## src/rtl/mips_pkg.sv

```systemverilog
// Shared definitions for the MEM pipeline stage.
//   state_e : MEM-stage access FSM states (IDLE, WAIT, ERR)
//   DATA_W, REG_ADDR_W : datapath and register-index widths
//   wb_t    : contents of the MEM/WB pipeline register
package mips_pkg;

  localparam int DATA_W     = 32;
  localparam int REG_ADDR_W = 5;

  typedef enum logic [1:0] {
    ST_IDLE = 2'd0,
    ST_WAIT = 2'd1,
    ST_ERR  = 2'd2
  } state_e;

  typedef struct packed {
    logic [DATA_W-1:0]     rdata;
    logic [DATA_W-1:0]     alu;
    logic [REG_ADDR_W-1:0] rd;
    logic                  mem_to_reg;
    logic                  reg_write;
  } wb_t;

endpackage : mips_pkg

```

## src/rtl/mem_wb.sv

```systemverilog
// MEM/WB pipeline register.
//   clk, rst       : clock, synchronous active-high reset
//   load           : capture alu/rd/mem_to_reg/reg_write from EX/MEM
//   load_rdata     : with load, also capture the returned load word
//   bubble         : clear reg_write only, every other field holds
//   *_in           : EX/MEM fields and memory read data
//   wb_*           : registered MEM/WB fields
module mem_wb
  import mips_pkg::*;
(
  input  logic                  clk,
  input  logic                  rst,
  input  logic                  load,
  input  logic                  load_rdata,
  input  logic                  bubble,
  input  logic [DATA_W-1:0]     alu_in,
  input  logic [DATA_W-1:0]     rdata_in,
  input  logic [REG_ADDR_W-1:0] rd_in,
  input  logic                  mem_to_reg_in,
  input  logic                  reg_write_in,
  output logic [DATA_W-1:0]     wb_rdata,
  output logic [DATA_W-1:0]     wb_alu,
  output logic [REG_ADDR_W-1:0] wb_rd,
  output logic                  wb_mem_to_reg,
  output logic                  wb_reg_write
);

  wb_t wb_q, wb_d;

  // NOTE: assigning wb_d = wb_q first gives every path a value, so no latch is inferred.
  always_comb begin
    wb_d = wb_q;
    if (bubble) begin
      wb_d.reg_write = 1'b0;
    end else if (load) begin
      wb_d.alu        = alu_in;
      wb_d.rd         = rd_in;
      wb_d.mem_to_reg = mem_to_reg_in;
      wb_d.reg_write  = reg_write_in;
      if (load_rdata) wb_d.rdata = rdata_in;
    end
  end

  // NOTE: sequential state uses non-blocking assignments so all flops update together.
  always_ff @(posedge clk) begin
    if (rst) wb_q <= '0;
    else     wb_q <= wb_d;
  end

  assign wb_rdata      = wb_q.rdata;
  assign wb_alu        = wb_q.alu;
  assign wb_rd         = wb_q.rd;
  assign wb_mem_to_reg = wb_q.mem_to_reg;
  assign wb_reg_write  = wb_q.reg_write;

endmodule : mem_wb

```

## src/rtl/mem_stage.sv

```systemverilog
// MEM pipeline stage: issues data-memory requests, stalls the pipe until the
// memory acknowledges, flags a sticky bus error on timeout, and feeds MEM/WB.
//   clk, rst                : clock, synchronous active-high reset
//   alu_res, st_data, rd    : EX/MEM address/result, store data, destination
//   mem_read .. reg_write   : EX/MEM control bits (write wins over read)
//   dmem_req/we/addr/wdata  : registered data-memory request
//   dmem_ack, dmem_rdata    : memory completion and load data
//   stall                   : hold EX/MEM and earlier stages
//   wb_*                    : MEM/WB register outputs
//   bus_err                 : sticky, set after TIMEOUT cycles without ack
//   misalign                : one-cycle pulse on a misaligned access
// Build option: define MISALIGN_TRAP_EN to trap accesses with alu_res[1:0]!=0
// (no request, bubble into MEM/WB, no stall). Undefined, the low address bits
// are simply dropped and misalign is tied 0.
module mem_stage
  import mips_pkg::*;
#(
  parameter int TIMEOUT = 15
) (
  input  logic                  clk,
  input  logic                  rst,
  input  logic [DATA_W-1:0]     alu_res,
  input  logic [DATA_W-1:0]     st_data,
  input  logic [REG_ADDR_W-1:0] rd,
  input  logic                  mem_read,
  input  logic                  mem_write,
  input  logic                  mem_to_reg,
  input  logic                  reg_write,
  output logic                  dmem_req,
  output logic                  dmem_we,
  output logic [DATA_W-1:0]     dmem_addr,
  output logic [DATA_W-1:0]     dmem_wdata,
  input  logic                  dmem_ack,
  input  logic [DATA_W-1:0]     dmem_rdata,
  output logic                  stall,
  output logic [DATA_W-1:0]     wb_rdata,
  output logic [DATA_W-1:0]     wb_alu,
  output logic [REG_ADDR_W-1:0] wb_rd,
  output logic                  wb_mem_to_reg,
  output logic                  wb_reg_write,
  output logic                  bus_err,
  output logic                  misalign
);

  localparam logic [7:0] TIMEOUT_CNT = TIMEOUT[7:0];

  state_e            state_q, state_d;
  logic [7:0]        cnt_q, cnt_d, cnt_inc;
  logic              req_q, req_d;
  logic              we_q, we_d;
  logic [DATA_W-1:0] addr_q, addr_d;
  logic [DATA_W-1:0] wdata_q, wdata_d;

  logic access, misalign_hit;
  logic wb_load, wb_load_rdata, wb_bubble;

  assign access  = mem_read | mem_write;
  assign cnt_inc = cnt_q + 8'd1;

`ifdef MISALIGN_TRAP_EN
  assign misalign_hit = access & (|alu_res[1:0]);
`else
  assign misalign_hit = 1'b0;
`endif

  always_comb begin
    state_d       = state_q;
    cnt_d         = cnt_q;
    req_d         = req_q;
    we_d          = we_q;
    addr_d        = addr_q;
    wdata_d       = wdata_q;
    stall         = 1'b0;
    misalign      = 1'b0;
    wb_load       = 1'b0;
    wb_load_rdata = 1'b0;
    wb_bubble     = 1'b0;

    unique case (state_q)
      ST_IDLE: begin
        if (misalign_hit) begin
          misalign  = 1'b1;
          wb_bubble = 1'b1;
        end else if (access) begin
          stall   = 1'b1;
          req_d   = 1'b1;
          we_d    = mem_write;
          addr_d  = {alu_res[DATA_W-1:2], 2'b00};
          wdata_d = st_data;
          cnt_d   = 8'd0;
          state_d = ST_WAIT;
        end else begin
          wb_load = 1'b1;
        end
      end
      ST_WAIT: begin
        if (dmem_ack) begin
          // EX/MEM is still holding the instruction that made the request.
          wb_load       = 1'b1;
          wb_load_rdata = ~we_q;
          req_d         = 1'b0;
          state_d       = ST_IDLE;
        end else begin
          stall = 1'b1;
          cnt_d = cnt_inc;
          if (cnt_inc == TIMEOUT_CNT) begin
            req_d   = 1'b0;
            state_d = ST_ERR;
          end
        end
      end
      ST_ERR: begin
        stall = 1'b1;
      end
      default: begin
        state_d = ST_IDLE;
      end
    endcase

    // A held instruction must never reach write-back more than once.
    if (stall) wb_bubble = 1'b1;
  end

  always_ff @(posedge clk) begin
    if (rst) begin
      state_q <= ST_IDLE;
      cnt_q   <= 8'd0;
      req_q   <= 1'b0;
      we_q    <= 1'b0;
      addr_q  <= '0;
      wdata_q <= '0;
    end else begin
      state_q <= state_d;
      cnt_q   <= cnt_d;
      req_q   <= req_d;
      we_q    <= we_d;
      addr_q  <= addr_d;
      wdata_q <= wdata_d;
    end
  end

  assign dmem_req   = req_q;
  assign dmem_we    = we_q;
  assign dmem_addr  = addr_q;
  assign dmem_wdata = wdata_q;
  assign bus_err    = (state_q == ST_ERR);

  mem_wb u_mem_wb (
    .clk          (clk),
    .rst          (rst),
    .load         (wb_load),
    .load_rdata   (wb_load_rdata),
    .bubble       (wb_bubble),
    .alu_in       (alu_res),
    .rdata_in     (dmem_rdata),
    .rd_in        (rd),
    .mem_to_reg_in(mem_to_reg),
    .reg_write_in (reg_write),
    .wb_rdata     (wb_rdata),
    .wb_alu       (wb_alu),
    .wb_rd        (wb_rd),
    .wb_mem_to_reg(wb_mem_to_reg),
    .wb_reg_write (wb_reg_write)
  );

endmodule : mem_stage

```

## config.mk

```make
export PLATFORM = sky130hd
export DESIGN_NAME = mem_stage
export DESIGN_NICKNAME = d
export VERILOG_FILES = /design/src/rtl/mips_pkg.sv /design/src/rtl/mem_wb.sv /design/src/rtl/mem_stage.sv
export SDC_FILE = /design/constraint.sdc
export NUM_CORES = 1
export LEC_CHECK = 0
export CAP_MARGIN = 25
export CORE_AREA = 4 4 151 153
export CTS_CLUSTER_DIAMETER = 50
export CTS_CLUSTER_SIZE = 40
export DETAILED_ROUTE_END_ITERATION = 8
export DIE_AREA = 0 0 155 157
export HOLD_SLACK_MARGIN = 0.08
export RECOVER_POWER = 25
export SLEW_MARGIN = 15
export SYNTH_ARGS = -nofsm -noshare
export SYNTH_HDL_FRONTEND = slang
export SYNTH_HIERARCHICAL = 1
export SYNTH_SLANG_ARGS = --single-unit
```

## constraint.sdc

```tcl
create_clock -name clk -period 1.7 [get_ports clk]
set_input_delay 0.17 -clock clk [delete_from_list [all_inputs] [get_ports clk]]
set_output_delay 0.17 -clock clk [all_outputs]
set_load 0.01 [all_outputs]
```

==> results_dict.tcl, run 1 <==
set metrics [dict create \
    status "completed" \
    grt_pass1_wl_um 26800 \
    wirelength_um 17900 \
    numClockSinks 145 \
    setup_viol 0 \
    antenna_found_initial 0 \
    post_route_cells_drive_above_1_share_pct 6.85 \
    nets 1017 \
    synth_most_common_cell "nand2_1" \
    peakVddDrop_mv 0.570 \
    r2r_cells 7 \
    crit_required_ns 1.53 \
    final_max_slew_viol_count 0 \
    place_congestion 0.758 \
    fmax_mhz 619 \
    criticalPathCategory "reg -> out" \
    met3_usage_pct 4.76 \
    ant_nets 0 \
    core_sq_mm 0.0216 \
    cp-startpoint "state_q[0]$_SDFFE_PP0P_" \
    die_w_um 155 \
    overflow 0 \
    wl_per_cell_um 14.9 \
    synth_cells 667 \
    crit_fanout 7 \
    cts_tree "built" \
    yosys-top-cells-count "nand2_1, dfxtp_1, a21oi_1" \
    synth_area_leader_cell "dfxtp_1" \
    power_density_mw_per_mm2 982 \
    yosysWarnings 6 \
    syn_area_per_cell_sq_um 7.93 \
    area_growth_pct 63.9 \
    clock_path_buffers 2 \
    netlist.area_leader.share_pct 54.9 \
    worstSetupEndpoint "stall" \
    io_buffers 244 \
    start_util_pct 24.6 \
    insertion_delay_ns 0.41 \
    yosysSeqAreaShare_pct 54.9 \
    vias 5193 \
    ys_ff_latch 145 \
    regToRegSetupSlack_ns 0.14 \
    synth_edf_count 0 \
    ys_top_cells_by_area "dfxtp_1, nand2_1, a21oi_1, clkbuf_1, buf_6" \
    synth_cell_type_count 38 \
    first_iter_violations 201 \
    post-route-drc-count 0 \
    die-area_sq_mm 0.0243 \
    placementRows 54 \
    cts-root-buf "clkbuf_16" \
    diodes 0 \
    grtUsageMet1_pct 17.9 \
    syn_area_sq_mm 0.00529 \
    path_clk_slew_ns 0.06 \
    vias_per_cell 4.33 \
    dp_hpwl_um 12600 \
    min_period_over_period_pct 95.1 \
    grt_max_degree 64 \
    fin_util_pct 40.2 \
    drv_cap 0 \
    cellLeakagePower_nw 3.28 \
    clock_skew_ns 0.00929 \
    grt_pass1_vias 4884 \
    numCtsBuffers 17 \
    total_power_mw 8.52 \
    reg2reg_from "state_q[1]$_SDFFE_PP0P_" \
    grt_use_met2_pct 22.1 \
    grt_usage_pct 14.0 \
    cp-start-kind "register" \
    hold_viol_final 0 \
    arrival_ns 1.45 \
    first_pass_iters 5 \
    min-delay-path-class "in -> reg" \
    crit_slowest_cell "dfxtp_2" \
    grt-busiest-layer "met2" \
    hold_ws_ns 0.299 \
    synth-main-ff-cell "dfxtp_1" \
    cp_cell_sequence "nor3b_4 > a21oi_2 > nand2_2 > clkdlybuf4s15_1" \
    rr_endpoint "u_mem_wb/wb_rdata[3]$_SDFFE_PP0P_" \
    min_period_ns 1.62 \
    io_pins 248 \
    cpPeakStageDelay_ns 0.37 \
    htree_levels 4 \
    synthArstFlopShare_pct 0 \
    die_y_um 157 \
    critPathCaptureType "output pin" \
]
-- layout make-up --
| type | count | area (sq um) |
|---|---|---|
| Fill cell | 2178 | 12900 |
| Clock buffer | 23 | 478 |
| Sequential cell | 145 | 2910 |
| Tap cell | 280 | 350 |
| Multi-Input combinational cell | 474 | 2140 |
| Inverter | 2 | 7.51 |
| Timing Repair Buffer | 267 | 2710 |
| Clock inverter | 9 | 82.6 |
-- kinds of logic (layout without fill, tap and decap cells) --
| group | Yosys count | count (layout) | synth area share, % |
|---|---|---|---|
| AO/OA/AOI/OAI | 157 | 157 | 15.4 |
| XOR/XNOR | 1 | 1 | 0.166 |
| adder cells (fa/ha/maj) | 2 | 2 | 0.473 |
| buffers and inverters | 50 | 301 | 5.25 |
| flip-flops | 145 | 145 | 54.9 |
| multiplexers | 1 | 1 | 0.189 |
| other | 1 | 3 | 0.0709 |
| AND/OR/NAND/NOR | 310 | 310 | 23.6 |
-- worst max-delay path: cells and delay by family (launching register included) --
family	cells	cell delay [ns]
DFF	1	0.37
AOI/OAI and AO/OA	1	0.07
and+or+nand+nor	2	0.34
buffers and inverters	1	0.26
-- per-stage QoR --
stage	worst slack, ns	TNS, ns	cells	area [sq um]
after global placement	-0.246	-19.48	1165	8100
final	0.0833	0	1200	8670
after global routing	-0.000865	-0.000865	1200	8670
after detailed placement	-0.318	-24.78	1165	8100
after CTS	0.0213	0	1198	8670
after floorplan	0.0247	0	669	5310
-- per-layer routing --
metal,share of wire [%],vias to the layer above
met1,45,2358
met5,0,-
met2,46,174
li1,-,2639
met3,7.1,22
met4,1.8,0
-- cell usage in the layout, fill, tap and decap left out, drive strengths merged, types with 2 or more instances in the layout --
cell type      instances
nand2                270
clkdlybuf4s50        188
dfxtp                145
a21oi                142
dlygate4sd3           54
clkbuf                24
buf                   22
nor2                  14
o21ai                  7
clkinv                 6
nor3                   4
nor2b                  3
nand3                  3
conb                   3
a311oi                 3
inv                    2
and3b                  2
nand3b                 2
nand4                  2
ha                     2
clkinvlp               2
nand2b                 2
and2                   2
-- where the power goes --
group          total, mW  switching, mW  internal, mW
clock network       3.57           1.45          2.13
registers           3.66         0.0849          3.57
logic               1.29          0.608         0.678
-- how the worst min path moves through the flow --
stage,slack [ns],cells after the start,end,from
after global routing,0.28,3,dmem_wdata[25]$_SDFFE_PP0P_,st_data[25]
after floorplan,0.31,2,dmem_addr[10]$_SDFFE_PP0P_,alu_res[10]
after detailed placement,0.45,2,dmem_wdata[10]$_SDFFE_PP0P_,dmem_wdata[10]$_SDFFE_PP0P_
after global placement,0.44,2,dmem_wdata[14]$_SDFFE_PP0P_,dmem_wdata[14]$_SDFFE_PP0P_
final,0.30,3,dmem_wdata[25]$_SDFFE_PP0P_,st_data[25]
after CTS,0.27,3,dmem_wdata[25]$_SDFFE_PP0P_,st_data[25]
-- what timing repair did --
action,CTS,global route
hold buffers,1,0
endpoints found under the hold margin,9,0
cloned,0,0
endpoints found under the setup margin,2,56
gates resized for setup,5,2
setup buffers,0,2
Note: power is estimated with default switching activity, not from simulation.
==> run 2: changes to the inputs <==
--- a/config.mk
+++ b/config.mk
@@ -6,13 +6,15 @@
 export NUM_CORES = 1
 export LEC_CHECK = 0
 export CAP_MARGIN = 25
-export CORE_AREA = 4 4 151 153
+export CORE_AREA = 4 4 125 127
 export CTS_CLUSTER_DIAMETER = 50
 export CTS_CLUSTER_SIZE = 40
 export DETAILED_ROUTE_END_ITERATION = 8
-export DIE_AREA = 0 0 155 157
+export DIE_AREA = 0 0 129 131
 export HOLD_SLACK_MARGIN = 0.08
+export PLACE_DENSITY = 0.75
 export RECOVER_POWER = 25
+export SETUP_SLACK_MARGIN = 0.05
 export SLEW_MARGIN = 15
 export SYNTH_ARGS = -nofsm -noshare
 export SYNTH_HDL_FRONTEND = slang
==> results_dict.tcl, run 2 (synthesized netlist as in run 1, its figures left out) <==
set metrics [dict create \
    fin_util_pct 59.4 \
    status "completed" \
    clock_path_buffers 2 \
    setup_slack_ns 0.137 \
    insertion_delay_ns 0.41 \
    antenna_found_initial 0 \
    cts-root-buf "clkbuf_16" \
    numClockSinks 145 \
    fmax_mhz 640 \
    grt_pass1_vias 4832 \
    wirelength_um 16900 \
    final_cell_mix "nand2_1, clkdlybuf4s50_1, dfxtp_1, a21oi_1, dlygate4sd3_1" \
    switching_share_pct 24.3 \
    first_pass_iters 5 \
    area_growth_pct 62.0 \
    p_clk_share_pct 42.3 \
    io_buffers 244 \
    post_route_cells_drive_above_1_share_pct 6.56 \
    clock_skew_ns 0.00389 \
    grt_max_degree 53 \
    cts_hold_buf 0 \
    diodes 0 \
    wl_per_cell_um 15.4 \
    preCtsSetupSlack_ns -0.315 \
    hold_ws_ns 0.188 \
    core_sq_mm 0.0144 \
    total_power_mw 8.56 \
    place_congestion 0.839 \
    path_clk_slew_ns 0.06 \
    grt_usage_pct 18.9 \
    nets 1013 \
    die_w_um 129 \
    setup_viol 0 \
    fill_cells 1291 \
    power_frac_comb_pct 15.0 \
    placedCellCount 1065 \
    cp-start-kind "register" \
    criticalPathCategory "reg -> reg" \
    power_switching_mw 2.08 \
    min_period_ns 1.56 \
    numCtsBuffers 17 \
    p_seq_share_pct 42.7 \
    final_common_cell "nand2_1" \
    htree_levels 4 \
    vias_per_cell 4.80 \
    fin_cells 1099 \
    io_pins 248 \
    min_period_over_period_pct 92.0 \
    cts_tree "built" \
    p_int_mw 6.48 \
    rsz0062_at_grt "true" \
    grt_pass1_wl_um 25000 \
    placementRows 44 \
    multi_input_area_sq_mm 0.00214 \
    post-route-drc-count 0 \
    power_density_mw_per_mm2 999 \
    whs_path_depth 2 \
    ant_nets 0 \
    drv_cap 0 \
    first_iter_violations 366 \
    die_y_um 131 \
    arrival_ns 1.90 \
    overflow 0 \
    cellLeakagePower_nw 3.30 \
    crit_fanout 10 \
    hold_viol_final 0 \
    final_max_slew_viol_count 0 \
    peakVddDrop_mv 0.646 \
    dp_hpwl_um 11400 \
    min-delay-path-class "in -> reg" \
    critPathCaptureType "register" \
    crit_required_ns 2.04 \
    ff_latch_area_sq_mm 0.00291 \
    die-area_sq_mm 0.0169 \
    start_util_pct 36.7 \
    vias 5276 \
    r2r_cells 7 \
]
==> run 2: per-stage QoR <==
| stage | setup TNS (ns) | cell area, sq um |
|---|---|---|
| after floorplan | 0 | 5310 |
| after global placement | -16.18 | 7950 |
| after detailed placement | -19.93 | 7950 |
| after CTS | 0 | 8520 |
| after global routing | 0 | 8570 |
| final | 0 | 8570 |
==> run 2: routing by layer <==
layer	vias to the layer above	track usage, %	routed length [um]
met5	-	0	0
met4	0	6.79	290
met3	25	6.95	1270
met2	195	29.2	7940
met1	2412	24.3	7370
li1	2644	-	-
==> run 2: critical path: stages, from the launching register on <==
cell       delay [ns]
dfxtp_2          0.34
nor3b_4          0.16
a21oi_2          0.14
nand2_2          0.11
and2b_4          0.35
clkbuf_16        0.20
nand2_1          0.07
a21oi_1          0.13
==> run 2: cell type report <==
| cell class | instances | share of cell area, % |
|---|---|---|
| flip-flops and latches | 145 | 33.9 |
| repair buffers | 263 | 31.6 |
| multi-input cells | 474 | 25.0 |
| clock buffers | 22 | 5.42 |
| well taps | 184 | 2.69 |
| clock inverters | 9 | 1.27 |
| inverters | 2 | 0.0876 |
==> run 2: timing repair <==
item                       4_1_cts  5_1_grt
resized for setup                4        7
gates cloned                     0        3
setup endpoints to repair        2       68
buffers inserted                 0        0
==> run 2: worst paths after layout <==
check / from / endpoint / slack [ns]
setup / recovery: state_q[0]$_SDFFE_PP0P_ / u_mem_wb/wb_alu[30]$_SDFFE_PP0P_ / 0.14
hold / removal: rst / cnt_q[1]$_SDFFE_PP0P_ / 0.19
hold reg to reg: u_mem_wb/wb_mem_to_reg$_SDFFE_PP0P_ / u_mem_wb/wb_mem_to_reg$_SDFFE_PP0P_ / 0.45
setup reg to reg: state_q[0]$_SDFFE_PP0P_ / u_mem_wb/wb_alu[30]$_SDFFE_PP0P_ / 0.14
==> run 2: power groups by stage <==
stage,Combinational [mW],Sequential [mW],Clock (mW)
after floorplan,0.435,3.81,0
after global placement,1.29,3.73,0
after detailed placement,1.29,3.74,0
after CTS,1.30,3.66,3.73
after global routing,1.40,3.68,3.88
final,1.28,3.66,3.62
==> run 3: changes to the inputs <==
--- a/config.mk
+++ b/config.mk
@@ -5,14 +5,15 @@
 export SDC_FILE = /design/constraint.sdc
 export NUM_CORES = 1
 export LEC_CHECK = 0
+export ABC_AREA = 1
 export CAP_MARGIN = 25
-export CORE_AREA = 4 4 125 127
+export CORE_AREA = 4 4 116 118
 export CTS_CLUSTER_DIAMETER = 50
 export CTS_CLUSTER_SIZE = 40
 export DETAILED_ROUTE_END_ITERATION = 8
-export DIE_AREA = 0 0 129 131
+export DIE_AREA = 0 0 120 122
 export HOLD_SLACK_MARGIN = 0.08
-export PLACE_DENSITY = 0.75
+export PLACE_DENSITY = 0.85
 export RECOVER_POWER = 25
 export SETUP_SLACK_MARGIN = 0.05
 export SLEW_MARGIN = 15
==> constraint.sdc (replaced) <==
create_clock -name clk -period 1.9 [get_ports clk]
set_input_delay 0.19 -clock clk [delete_from_list [all_inputs] [get_ports clk]]
set_output_delay 0.19 -clock clk [all_outputs]
set_load 0.01 [all_outputs]
==> results_dict.tcl, run 3 <==
set metrics [dict create \
    arrival_ns 1.63 \
    grt_pass1_vias 5112 \
    die_y_um 122 \
    die-area_sq_mm 0.0146 \
    antenna_found_initial 0 \
    vias 5447 \
    synth_edf_count 0 \
    cellLeakagePower_nw 3.89 \
    netlist.area_leader.share_pct 52.5 \
    critPathCaptureType "output pin" \
    core_sq_mm 0.0125 \
    io_pins 248 \
    hold_ws_ns 0.342 \
    placementRows 41 \
    ff_latch_area_sq_mm 0.00290 \
    numClockSinks 145 \
    rr_endpoint "dmem_addr[27]$_SDFFE_PP0P_" \
    post_route_cells_drive_above_1_share_pct 7.44 \
    max_slew_margin_pct 52.5 \
    htree_levels 4 \
    grt_max_degree 65 \
    synth-main-ff-cell "dfxtp_1" \
    final_max_slew_viol_count 0 \
    peakVddDrop_mv 0.620 \
    status "completed" \
    regToRegSetupSlack_ns 0.19 \
    synth_area_leader_cell "dfxtp_1" \
    syn_area_sq_mm 0.00553 \
    fill_cells 997 \
    cts_tree "built" \
    r2r_cells 6 \
    path_clk_slew_ns 0.06 \
    synth_most_common_cell "nor2_1" \
    drv_cap 0 \
    wl_per_cell_um 14.0 \
    ant_nets 0 \
    cts_hold_buf 0 \
    ys_top_cells_by_area "dfxtp_1, nor2_1, nand2_1, o21ai_1, o21ai_0" \
    multi_input_area_sq_mm 0.00220 \
    wirelength_um 16500 \
    vias_per_cell 4.62 \
    ys_ff_latch 145 \
    criticalPathCategory "reg -> out" \
    worst_pin_slew_ns 0.712 \
    min-delay-path-class "in -> reg" \
    overflow 0 \
    synthArstFlopShare_pct 0 \
    min_period_over_period_pct 95.6 \
    hold_viol_final 0 \
    place_congestion 0.787 \
    io_buffers 244 \
    yosysSeqAreaShare_pct 52.5 \
    rsz0062_at_grt "false" \
    setup_viol 0 \
    clock_skew_ns 0.00592 \
    area_growth_pct 59.6 \
    grt_pass1_wl_um 25400 \
    cts-root-buf "clkbuf_16" \
    reg2reg_from "state_q[1]$_SDFFE_PP0P_" \
    power_density_mw_per_mm2 998 \
    worstSetupEndpoint "bus_err" \
    cp-startpoint "state_q[1]$_SDFFE_PP0P_" \
    syn_area_per_cell_sq_um 7.33 \
    first_iter_violations 250 \
    yosys-top-cells-count "nor2_1, dfxtp_1, nand2_1" \
    final_common_cell "nor2_1" \
    crit_fanout 3 \
    cp-start-kind "register" \
    yosysWarnings 6 \
    grt_usage_pct 22.0 \
    numCtsBuffers 17 \
    crit_required_ns 1.71 \
    fmax_mhz 551 \
    fin_util_pct 70.9 \
    final_cell_mix "nor2_1, clkdlybuf4s50_1, dfxtp_1, nand2_1, o21ai_1" \
    min_period_ns 1.82 \
    die_w_um 120 \
    synth_cells 755 \
    nets 1105 \
    clock_path_buffers 2 \
    first_pass_iters 6 \
    insertion_delay_ns 0.41 \
    dp_hpwl_um 11700 \
    synth_cell_type_count 26 \
    start_util_pct 44.4 \
    cts_setup_buffers 0 \
    diodes 0 \
    post-route-drc-count 0 \
]
[run 3: changes by cell type after synthesis, sizes merged, moves of 5 or more]
cell | previous run | this run
nand3 | 3 | 9
clkbuf | 22 | 17
nor2 | 14 | 280
nand2 | 270 | 100
o21ai | 7 | 104
inv | 2 | 48
a21oi | 142 | 12
[run 3: worst max-delay path: stages (launching register included)]
cell and delay, ns:
dfxtp_1 0.39, inv_2 0.06, nor2_1 0.18, clkdlybuf4s50_1 0.58
[run 3: kinds of logic after synthesis]
family / after synthesis / synth area share [%]
AND/OR/NAND/NOR: 393 / 27.7
flip-flops: 145 / 52.5
AO/OA/AOI/OAI: 119 / 11.1
buffers and inverters: 95 / 8.21
adder cells (fa/ha/maj): 2 / 0.452
other: 1 / 0.0678
[run 3: area by class of cell]
type	count	share of cell area, %
Clock buffer	18	4.97
Clock inverter	14	2.66
Inverter	50	2.12
Multi-Input combinational cell	517	24.9
Sequential cell	145	32.9
Tap cell	172	2.44
Timing Repair Buffer	264	30.1
[run 3: worst min path at each step]
stage                                       start                            endpoint  cells after the start
2_1_floorplan                       dmem_rdata[0]   u_mem_wb/wb_rdata[0]$_SDFFE_PP0P_                      2
3_3_place_gp   u_mem_wb/wb_reg_write$_SDFFE_PP0P_  u_mem_wb/wb_reg_write$_SDFFE_PP0P_                      2
3_5_place_dp   u_mem_wb/wb_reg_write$_SDFFE_PP0P_  u_mem_wb/wb_reg_write$_SDFFE_PP0P_                      2
4_1_cts                                 reg_write  u_mem_wb/wb_reg_write$_SDFFE_PP0P_                      3
5_1_grt                                 reg_write  u_mem_wb/wb_reg_write$_SDFFE_PP0P_                      3
6_report                                reg_write  u_mem_wb/wb_reg_write$_SDFFE_PP0P_                      3
[run 3: timing repair]
item | CTS | global route
setup endpoints to repair | 1 | 71
endpoints found under the hold margin | 0 | 0
gates resized for setup | 1 | 7
pin swaps | 0 | 0
[run 3: power by group]
part           leakage, nW  switching, mW  internal (mW)
sequential            1.19          0.126           3.30
combinational         2.37          0.783          0.823
clock                0.322           1.28           2.50
[run 3: routing by layer]
metal	part of all wire (%)	vias up	wire [um]	track usage (%)
li1	-	2824	-	-
met1	39	2389	6510	23.8
met2	47	201	7730	35.9
met3	11	33	1780	11.5
met4	2.9	0	486	9.74
met5	0	-	0	0
[run 3: through the flow]
stage	std cells	setup slack, ns	total power, mW	TNS, ns	area [sq um]
floorplan	757	0.130	4.21	0	5540
global placement	1148	-0.141	5.11	-7.46	8160
detailed placement	1148	-0.156	5.14	-8.50	8160
CTS	1180	0.0869	8.93	0	8830
global route	1180	0.0423	9.20	0	8830
finish	1180	0.0836	8.82	0	8830
